==> config.mk <==
export PLATFORM = sky130hd
export DESIGN_NAME = plot_queue
export DESIGN_NICKNAME = d
export VERILOG_FILES = /design/src/rtl/plot_queue.sv
export SDC_FILE = /design/constraint.sdc
export NUM_CORES = 1
export LEC_CHECK = 0
export CAP_MARGIN = 15
export CORE_AREA = 2 2 182 184
export CTS_CLUSTER_DIAMETER = 50
export CTS_CLUSTER_SIZE = 12
export DETAILED_ROUTE_END_ITERATION = 6
export DIE_AREA = 0 0 184 186
export DONT_BUFFER_PORTS = 1
export SLEW_MARGIN = 10
export SYNTH_ARGS = -nofsm -noshare
export SYNTH_HDL_FRONTEND = slang
export SYNTH_SLANG_ARGS = --single-unit
==> constraint.sdc <==
create_clock -name clock -period 3.5 [get_ports clock]
set_input_delay 1.05 -clock clock [delete_from_list [all_inputs] [get_ports clock]]
set_output_delay 1.05 -clock clock [all_outputs]
set_load 0.02 [all_outputs]
==> src/rtl/plot_queue.sv <==
// -----------------------------------------------------------------------------
// plot_queue
//
// Buffered pixel-write stage between the bird/hunter draw datapath and
// vga_adapter. Plot requests arrive on a valid/ready handshake. Off-screen
// pixels are consumed and dropped. On-screen pixels are queued in a small FIFO
// and replayed to vga_adapter at no more than one plot strobe per clock. This
// lets the draw FSM emit pixels in bursts, and anything outside the 160x120
// screen still never reaches the frame buffer.
//
// Optional feature (compile-time macro PLOT_CLIP_STATS_EN):
//   When it is defined, a saturating 8-bit clip_count output counts every
//   clipped handshake. When it is undefined, the port and the counter are
//   absent.
//
// Ports:
//   clock       in   1     system clock
//   resetn      in   1     asynchronous active-low reset
//   in_valid    in   1     draw datapath presents a pixel
//   in_x        in   8     pixel x
//   in_y        in   7     pixel y
//   in_colour   in   3     pixel colour (RGB, 1 bit each)
//   in_ready    out  1     queue can accept (registered, equals !full)
//   stall       in   1     1 = hold output side, no plot issued
//   plot        out  1     one-cycle write strobe to vga_adapter
//   x           out  8     registered pixel x
//   y           out  7     registered pixel y
//   colour      out  3     registered colour
//   level       out  AW+1  FIFO occupancy, 0..DEPTH
//   clip_count  out  8     clipped-handshake count (PLOT_CLIP_STATS_EN only)
// -----------------------------------------------------------------------------
module plot_queue #(
    parameter int DEPTH = 16,
    parameter int AW    = 4,
    parameter int X_MAX = 160,
    parameter int Y_MAX = 120
) (
    input  logic          clock,
    input  logic          resetn,
    input  logic          in_valid,
    input  logic [7:0]    in_x,
    input  logic [6:0]    in_y,
    input  logic [2:0]    in_colour,
    output logic          in_ready,
    input  logic          stall,
    output logic          plot,
    output logic [7:0]    x,
    output logic [6:0]    y,
    output logic [2:0]    colour,
    output logic [AW:0]   level
`ifdef PLOT_CLIP_STATS_EN
    ,
    output logic [7:0]    clip_count
`endif
);

    localparam int             EW        = 18;  // {x, y, colour}
    localparam logic [AW:0]    LEVEL_MAX = (AW+1)'(DEPTH);

    // Storage: plain array, written on store, read only into the registered
    // output stage so it maps onto block RAM.
    logic [EW-1:0] mem [DEPTH];

    logic [AW-1:0] wptr_reg;
    logic [AW-1:0] rptr_reg;
    logic [AW:0]   level_reg;
    logic [AW:0]   level_next;
    logic          in_ready_reg;
    logic          plot_reg;
    logic [7:0]    x_reg;
    logic [6:0]    y_reg;
    logic [2:0]    colour_reg;

    logic handshake;
    logic clip;
    logic store;
    logic pop;

    // The comparisons are one bit wider than the coordinates, so an X_MAX of
    // 256 (no clipping) still works.
    assign clip      = ({1'b0, in_x} >= 9'(X_MAX)) || ({1'b0, in_y} >= 8'(Y_MAX));
    assign handshake = in_valid & in_ready_reg;
    assign store     = handshake & ~clip;
    // pop depends only on the registered level. A pixel stored at edge N is
    // therefore popped at N+1 at the earliest, and nothing falls through
    // combinationally.
    assign pop       = (level_reg != '0) & ~stall;

    always_comb begin
        level_next = level_reg;
        case ({store, pop})
            2'b10:   level_next = level_reg + 1'b1;
            2'b01:   level_next = level_reg - 1'b1;
            default: level_next = level_reg;
        endcase
    end

    always_ff @(posedge clock) begin
        if (store) begin
            mem[wptr_reg] <= {in_x, in_y, in_colour};
        end
    end

    always_ff @(posedge clock or negedge resetn) begin
        if (!resetn) begin
            wptr_reg     <= '0;
            rptr_reg     <= '0;
            level_reg    <= '0;
            in_ready_reg <= 1'b1;
            plot_reg     <= 1'b0;
            x_reg        <= '0;
            y_reg        <= '0;
            colour_reg   <= '0;
        end else begin
            level_reg    <= level_next;
            // in_ready is registered from the next level. A pop on the edge
            // where the queue is full cannot admit a push on that same edge.
            in_ready_reg <= (level_next != LEVEL_MAX);
            plot_reg     <= pop;
            if (store) begin
                wptr_reg <= wptr_reg + 1'b1;   // DEPTH is 2**AW: natural wrap
            end
            if (pop) begin
                rptr_reg   <= rptr_reg + 1'b1;
                x_reg      <= mem[rptr_reg][17:10];
                y_reg      <= mem[rptr_reg][9:3];
                colour_reg <= mem[rptr_reg][2:0];
            end
        end
    end

`ifdef PLOT_CLIP_STATS_EN
    logic [7:0] clip_count_reg;

    always_ff @(posedge clock or negedge resetn) begin
        if (!resetn) begin
            clip_count_reg <= '0;
        end else if (handshake && clip && (clip_count_reg != 8'hFF)) begin
            clip_count_reg <= clip_count_reg + 1'b1;
        end
    end

    assign clip_count = clip_count_reg;
`endif

    assign in_ready = in_ready_reg;
    assign plot     = plot_reg;
    assign x        = x_reg;
    assign y        = y_reg;
    assign colour   = colour_reg;
    assign level    = level_reg;

endmodule
; ---- Yosys cells after proc, flatten, opt, wreduce, memory -nomap -nowiden
; Memory sizes are Yosys's and may differ from the RTL's. A register that Yosys moved wholly into a read port is not among the register bits.
; Index checks and enable logic that the tools add are counted.
[totals]
register_bits = 15
ramBits = 288
output_inout_bits = 25
elab_cells = 26
memories = 1
[classes]
add_sub_neg = 4
n_lt_le_gt_ge = 2
n_eq_ne = 3
mux = 3
bitwise = 5
n_reduce_logical = 3
[mem_list]
columns = memory, words, width, rd, rd_clocked_by_memory_dff, wr, line_no
row1 = mem, 16, 18, 1, 1, 1, 62  ; logic [EW-1:0] mem [DEPTH];
[op_table]
columns = op, n
row1 = 5-bit case mux with 2 select lines, 1
row2 = 4-bit by 1-bit adder with 4-bit output (second input constant), 2
row3 = 8-bit greater-or-equal comparator (second input constant), 1
row4 = 7-bit greater-or-equal comparator (second input constant), 1
row5 = 5-bit by 1-bit adder with 5-bit output (second input constant), 1
row6 = 5-bit != test (second input constant), 1
row7 = 5-bit nonzero test, 1
row8 = 5-bit by 1-bit subtractor with 5-bit output (second input constant), 1
row9 = 1-bit bitwise AND, 3
row10 = 2-bit by 1-bit == test with 1-bit output (second input constant), 1
row11 = 2-bit == test (second input constant), 1
row12 = 1-bit 2-to-1 mux, 2
row13 = 1-bit inverter, 2
row14 = 1-bit logical NOT, 1
row15 = 1-bit logical OR, 1

; ---- Depth between registers and ports, before layout
; Gate-level depths: netlist of run 1.
[depth]
depth_word = 7
ltp_mapped = 10
ltp_nobuf = 9

; ---- Worst setup path after synthesis of run 1
; Ideal clock, no wire load.
[synth_timing]
kind = input to register
start = input port in_x[6]
end = register level_reg[4], in the netlist level[4]
arrival_time_ns = 3.202
slack_ns = 0.173
stages = 10
path_buffers = 1
cell_sequence = o21ai_1 > and4_1 > clkbuf_1 > inv_2 > ha_1 > fa_1 > a21o_1 > a2111oi_0 > nor3b_1 > or2_1
[synth_via]
elab_chain_len = 6
[synth_lines]
columns = item, line_no
row1 = "start, declared", 41  ; input logic [7:0] in_x,
row2 = 8-bit greater-or-equal comparator (*), 81  ; assign clip = ({1'b0, in_x} >= 9'(X_MAX)) || ({1'b0, in_y} >= 8'(Y_MAX));
row3 = 1-bit logical OR (*), 81
row4 = 1-bit inverter (*), 83  ; assign store = handshake & ~clip;
row5 = 1-bit bitwise AND (*), 83
row6 = 2-bit by 1-bit == test with 1-bit output or 2-bit == test (tied branches), 91  ; case ({store, pop})
row7 = 5-bit case mux with 2 select lines (*), 91
row8 = net level_next[4], 67  ; logic [AW:0] level_next;
row9 = "end signal, assigned", 115  ; level_reg <= level_next;
row10 = "end, declared", 66  ; logic [AW:0] level_reg;
; The timed path passes the listed nets; every way through them passes the cells marked *.
; A chain may end at the register's enable or synchronous reset.

; ---- Worst setup path after layout of run 1
; Ends and elaborated chain as after synthesis.

==> impl_metrics.json, run 1 <==
{
  "clk_pin_slew_worst_paths_ns": 0.06,
  "synth_top_family_by_area": "multiplexers",
  "hold_violations": 0,
  "cp-start-kind": "input port",
  "r2r_start": "in_ready",
  "grt_overflow": 0,
  "relSlewSlack": 0.582,
  "track_usage": 0.164,
  "die_w_um": 184,
  "ys.flop_type": "edfxtp_1",
  "clock_path_buffers": 3,
  "combinationalPowerShare": 0.240,
  "synth-seq-cells": 321,
  "critPathMaxFanout": 17,
  "final_core_util": 0.443,
  "worstPathRequired_ns": 3.88,
  "num_vias": 5907,
  "power.share.sequential": 0.458,
  "total_power_mw": 11.3,
  "dieHeight_um": 186,
  "rrSetupSlack_ns": 0.69,
  "cts_resized": 0,
  "synthCells": 581,
  "critPathLaunch": "in_x[6]",
  "min_period_ns": 2.94,
  "synthXorXnorAreaFrac": 0.00562,
  "min_path_type": "in2async",
  "met2_length_um": 13000,
  "max-cap-violations": 0,
  "r2r_end": "level[4]",
  "top_layer": "met4",
  "cp-end-kind": "register",
  "critical_path_class": "in2reg",
  "ant_nets": 0,
  "clock_power_share": 0.303,
  "synth_compound_area_frac": 0.0358,
  "drtPass1Iterations": 5,
  "core_mm2": 0.0322,
  "crit_family": "compound AO/OA/AOI/OAI gates",
  "synth_mux_area_frac": 0.149,
  "worst_path_largest_cell_delay_ns": 0.43,
  "worstMarginPinSlew_ns": 0.627,
  "synth_top_area_cell": "edfxtp_1",
  "ios": 47,
  "synth.top_cells.by_count": "288 x edfxtp_1, 68 x mux4_2, 32 x dfrtp_1, 20 x a21o_1, 18 x mux2i_1",
  "gp_congestion": 0.789,
  "synth_seq_area_share": 0.761,
  "drt-vias-per-instance": 5.54,
  "synth-edff-count": 288,
  "critPathArrivalTime_ns": 3.32,
  "post_synth.cell_area_avg_um2": 21.4,
  "dieArea_mm2": 0.0342,
  "synthArstFlopShare": 0.103,
  "skew_ns": 0.0178,
  "synth_cell_types": 39,
  "clock_sinks": 321,
  "h-tree-depth": 2,
  "cts-hold-fix-buffers": 0,
  "setup_viol": 0,
  "grt_max_degree": 39,
  "clock-root-buffer": "clkbuf_16",
  "status": "finished clean",
  "fin_crit_sh": 0.840,
  "p_leak_nw": 4.78,
  "numPortBuffers": 0,
  "grt_pass1_wl_um": 40300,
  "path_cells": "o21ai_1 -> buf_4 -> and4_1 -> inv_2 -> ha_1 -> fa_1 -> a21o_1 -> a2111oi_0 -> nor3b_1 -> or2_1",
  "wl_per_cell_um": 25.2,
  "drt-total-wl_um": 26900,
  "synth_simple_gate_area_frac": 0.0217,
  "sw_frac_of_total": 0.293,
  "cts_tree": "done",
  "fmax_mhz": 340,
  "place_hpwl_um": 16700,
  "synth_most_common_cell": "edfxtp_1",
  "rsz0062_at_grt": "false",
  "synth_warnings": 0,
  "reg2regPathDepth": 8,
  "fin_nets": 665,
  "slew_viol_final": 0,
  "wl_met1_um": 11500,
  "area_growth_pct": 14.6,
  "route.met3.wl_um": 1610,
  "num_rows": 66,
  "clock_latency_ns": 0.51,
  "antenna_found_initial": 0,
  "power.density_mw_per_mm2": 789,
  "start_util": 0.387,
  "p_sw_mw": 3.31,
  "drt_iter0_markers": 613,
  "synthAdderAreaFrac": 0.0106,
  "worstSetupPathDepth": 10,
  "synth_top_area_frac": 0.694,
  "peakVddDrop_v": 0.000374,
  "numCtsBuffers": 35,
  "drc": 0,
  "n_antenna_cell": 0,
  "crit_path_end": "level[4]",
  "post_route_cells_drive_above_1_share": 0.247,
  "crit_slowest_cell": "a2111oi_0",
  "p_int_mw": 7.96,
  "syn_nets": 613,
  "largest_reg_flops": 288,
  "synth.area.top_cells": "edfxtp_1 69%, mux4_2 12%, dfrtp_1 6.4%",
  "worst-path-buf-inv": 2,
  "synth_area_mm2": 0.0125,
  "grt_pass1_vias": 6212,
  "fin_setup_tns_ns": 0,
  "post_cts_buffers": 0
}
==> cell type report <==
class / count / area [um2]
Fill cell: 2740 / 17900
Sequential cell: 321 / 9480
Multi-Input combinational cell: 222 / 2770
Clock buffer: 57 / 1020
Tap cell: 408 / 510
Timing Repair Buffer: 45 / 413
Clock inverter: 6 / 43.8
Inverter: 8 / 30.0
==> cell usage in the layout, fill, tap and decap left out, types with 3 or more instances in the layout <==
cell,n
mux4_1,5
mux2i_1,18
and2_1,16
nand2_1,10
a211oi_1,17
nor3b_1,3
nor3_1,4
ha_1,9
xnor2_1,7
nor2_1,4
clkbuf_1,18
inv_1,6
buf_12,6
edfxtp_1,288
buf_4,39
a21o_1,19
o21ai_1,3
clkbuf_16,37
o22ai_1,17
dfrtp_1,30
mux4_2,68
==> layer usage <==
layer,track usage,vias to the layer above
met5,0,-
met4,0.0573,0
met3,0.0313,53
met2,0.270,192
met1,0.220,3131
li1,-,2531
==> metrics by stage <==
step	instances	hold WS (ns)	area, um2	setup slack [ns]
4_1_cts	1067	0.214	14300	0.611
5_1_grt	1067	0.208	14300	0.478
3_3_place_gp	1004	0.515	13200	0.137
3_5_place_dp	1004	0.532	13200	0.0853
2_1_floorplan	581	0.493	12500	0.173
6_report	1067	0.232	14300	0.560
==> kinds of logic after synthesis <==
kind of cell | Yosys count
adders and majority gates | 10
xor gates and xnor gates | 8
and+or+nand+nor | 49
AOI/OAI and AO/OA | 63
buffers and inverters | 38
muxes | 92
DFF | 321
==> worst min path at each step <==
stage                start     endpoint  slack (ns)  cells past startpoint
6_report            resetn  rptr_reg[2]        0.23                      0
2_1_floorplan  wptr_reg[3]  wptr_reg[3]        0.49                      1
3_5_place_dp   wptr_reg[3]  wptr_reg[3]        0.53                      1
3_3_place_gp   wptr_reg[3]  wptr_reg[3]        0.52                      1
5_1_grt             resetn  wptr_reg[2]        0.21                      0
4_1_cts             resetn  rptr_reg[2]        0.21                      0
==> power groups by stage <==
stage | logic, mW | clock network, mW | registers [mW]
2_1_floorplan | 2.18 | 0 | 4.99
3_3_place_gp | 2.68 | 0 | 5.22
3_5_place_dp | 2.74 | 0 | 5.24
4_1_cts | 2.75 | 3.49 | 5.16
5_1_grt | 2.92 | 3.65 | 5.21
6_report | 2.70 | 3.41 | 5.16
Power figures use the tool's default switching activity.
==> inputs of run 2 (changes only) <==
- clock period: 3.5 -> 3 ns (I/O delays scaled with it)
==> run 2 against run 1 <==
  * Flip-flop and latch count unchanged
  * Largest power group unchanged
  * Largest cell class unchanged
  * Routed wire length up 1.0%
  * Clock power up 18%
  * Critical path type is now reg2reg
  * Critical endpoint unchanged
  * Critical path depth down 1
==> impl_metrics.json, run 2 (synthesis results as in run 1) <==
{
  "grt_pass1_wl_um": 41100,
  "track_usage": 0.167,
  "dieArea_mm2": 0.0342,
  "cp-start-kind": "register",
  "h-tree-depth": 2,
  "drt-total-wl_um": 27200,
  "power.density_mw_per_mm2": 920,
  "core_mm2": 0.0322,
  "skew_ns": 0.0253,
  "fin_nets": 668,
  "post_route_cells_drive_above_1_share": 0.256,
  "relSlewSlack": 0.518,
  "fin_setup_tns_ns": 0,
  "place_hpwl_um": 16100,
  "grt_max_degree": 39,
  "p_leak_nw": 4.84,
  "rsz0062_at_grt": "false",
  "drtPass1Iterations": 4,
  "final_core_util": 0.450,
  "path_cells": "nor3_1 -> a21o_2 -> inv_2 -> ha_2 -> fa_1 -> a21o_1 -> a2111oi_1 -> nor3b_1 -> or2_1",
  "clock-root-buffer": "clkbuf_16",
  "crit_slowest_cell": "dfrtp_1",
  "drt-vias-per-instance": 5.51,
  "area_growth_pct": 16.3,
  "layout_common_cells": "288 x edfxtp_1, 68 x mux4_2, 35 x clkbuf_16",
  "n_antenna_cell": 0,
  "critPathArrivalTime_ns": 3.13,
  "dpl-instance-area_mm2": 0.0134,
  "total_power_mw": 13.3,
  "slew_viol_final": 0,
  "drc": 0,
  "wl_per_cell_um": 25.4,
  "post_cts_buffers": 0,
  "drt_iter0_markers": 423,
  "fin_crit_sh": 0.912,
  "ant_nets": 0,
  "numCtsBuffers": 35,
  "clk_pin_slew_worst_paths_ns": 0.06,
  "post-place-ws_ns": -0.232,
  "critPathMaxFanout": 5,
  "peakVddDrop_v": 0.000440,
  "cts-hold-fix-buffers": 0,
  "cts_resized": 0,
  "gp_congestion": 0.755,
  "largest_reg_flops": 288,
  "placed_cells": 1007,
  "clock_path_buffers": 3,
  "num_rows": 66,
  "num_vias": 5906,
  "clock_latency_ns": 0.53,
  "start_util": 0.387,
  "status": "finished clean",
  "dieHeight_um": 186,
  "cts_tree": "done",
  "grt_pass1_vias": 6356,
  "setup_viol": 0,
  "layout_commonest_cell": "edfxtp_1",
  "clock_sinks": 321,
  "cp-end-kind": "register",
  "die_w_um": 184,
  "min_path_type": "in2async",
  "numPortBuffers": 0,
  "reg2regPathDepth": 9,
  "grt_overflow": 0,
  "fin_ws_ns": 0.265,
  "worst_path_largest_cell_delay_ns": 0.51,
  "worstPathRequired_ns": 3.39,
  "fmax_mhz": 366,
  "final_cell_area_mm2": 0.0145,
  "timing.hold.ws_ns": 0.0682,
  "worstMarginPinSlew_ns": 0.723,
  "max-cap-violations": 0,
  "fin_cells": 1071,
  "hold_violations": 0,
  "min_period_ns": 2.74,
  "ios": 47,
  "critical_path_class": "reg2reg",
  "antenna_found_initial": 0
}
-- run 2: cell count changes in the layout (fill, tap and decap cells not counted), sizes merged --
cell and delta:
clkinvlp -2, buf +3, inv +1, bufinv +1, clkbuf -4, clkinv +5
-- run 2: worst paths after layout --
check,from,to,slack (ns)
setup reg to reg,level[1],level[4],0.26
setup / recovery,level[1],level[4],0.26
min in group clock,in_y[1],mem[7][4],0.47
max in group asynchronous,resetn,in_ready,2.74
hold / removal,resetn,y[3],0.07
hold reg to reg,wptr_reg[3],wptr_reg[3],0.56
-- run 2: metal layers --
layer / GRT usage / share of wire
met1: 0.219 / 0.40
met2: 0.282 / 0.50
met3: 0.0354 / 0.076
met4: 0.0518 / 0.024
met5: 0 / 0
-- run 2: layout make-up --
type / instances / area (um2)
clock inverters: 11 / 126
flip-flops and latches: 321 / 9480
multi-input cells: 222 / 2780
fillers: 2669 / 17700
repair buffers: 48 / 598
clock buffers: 53 / 963
well taps: 408 / 510
inverters: 8 / 30.0
-- run 2: where the power goes --
group	internal, mW	switching, mW	total [mW]
combinational	1.72	1.61	3.32
clock	2.34	1.69	4.03
sequential	5.36	0.619	5.98
-- run 2: critical path, delay by kind of cell, from the launching register on --
| kind | cells | cell delay [ns] |
|---|---|---|
| fa+ha+maj | 2 | 0.62 |
| flops | 1 | 0.51 |
| simple gates | 3 | 0.61 |
| buf+inv | 1 | 0.08 |
| compound gates | 3 | 0.80 |
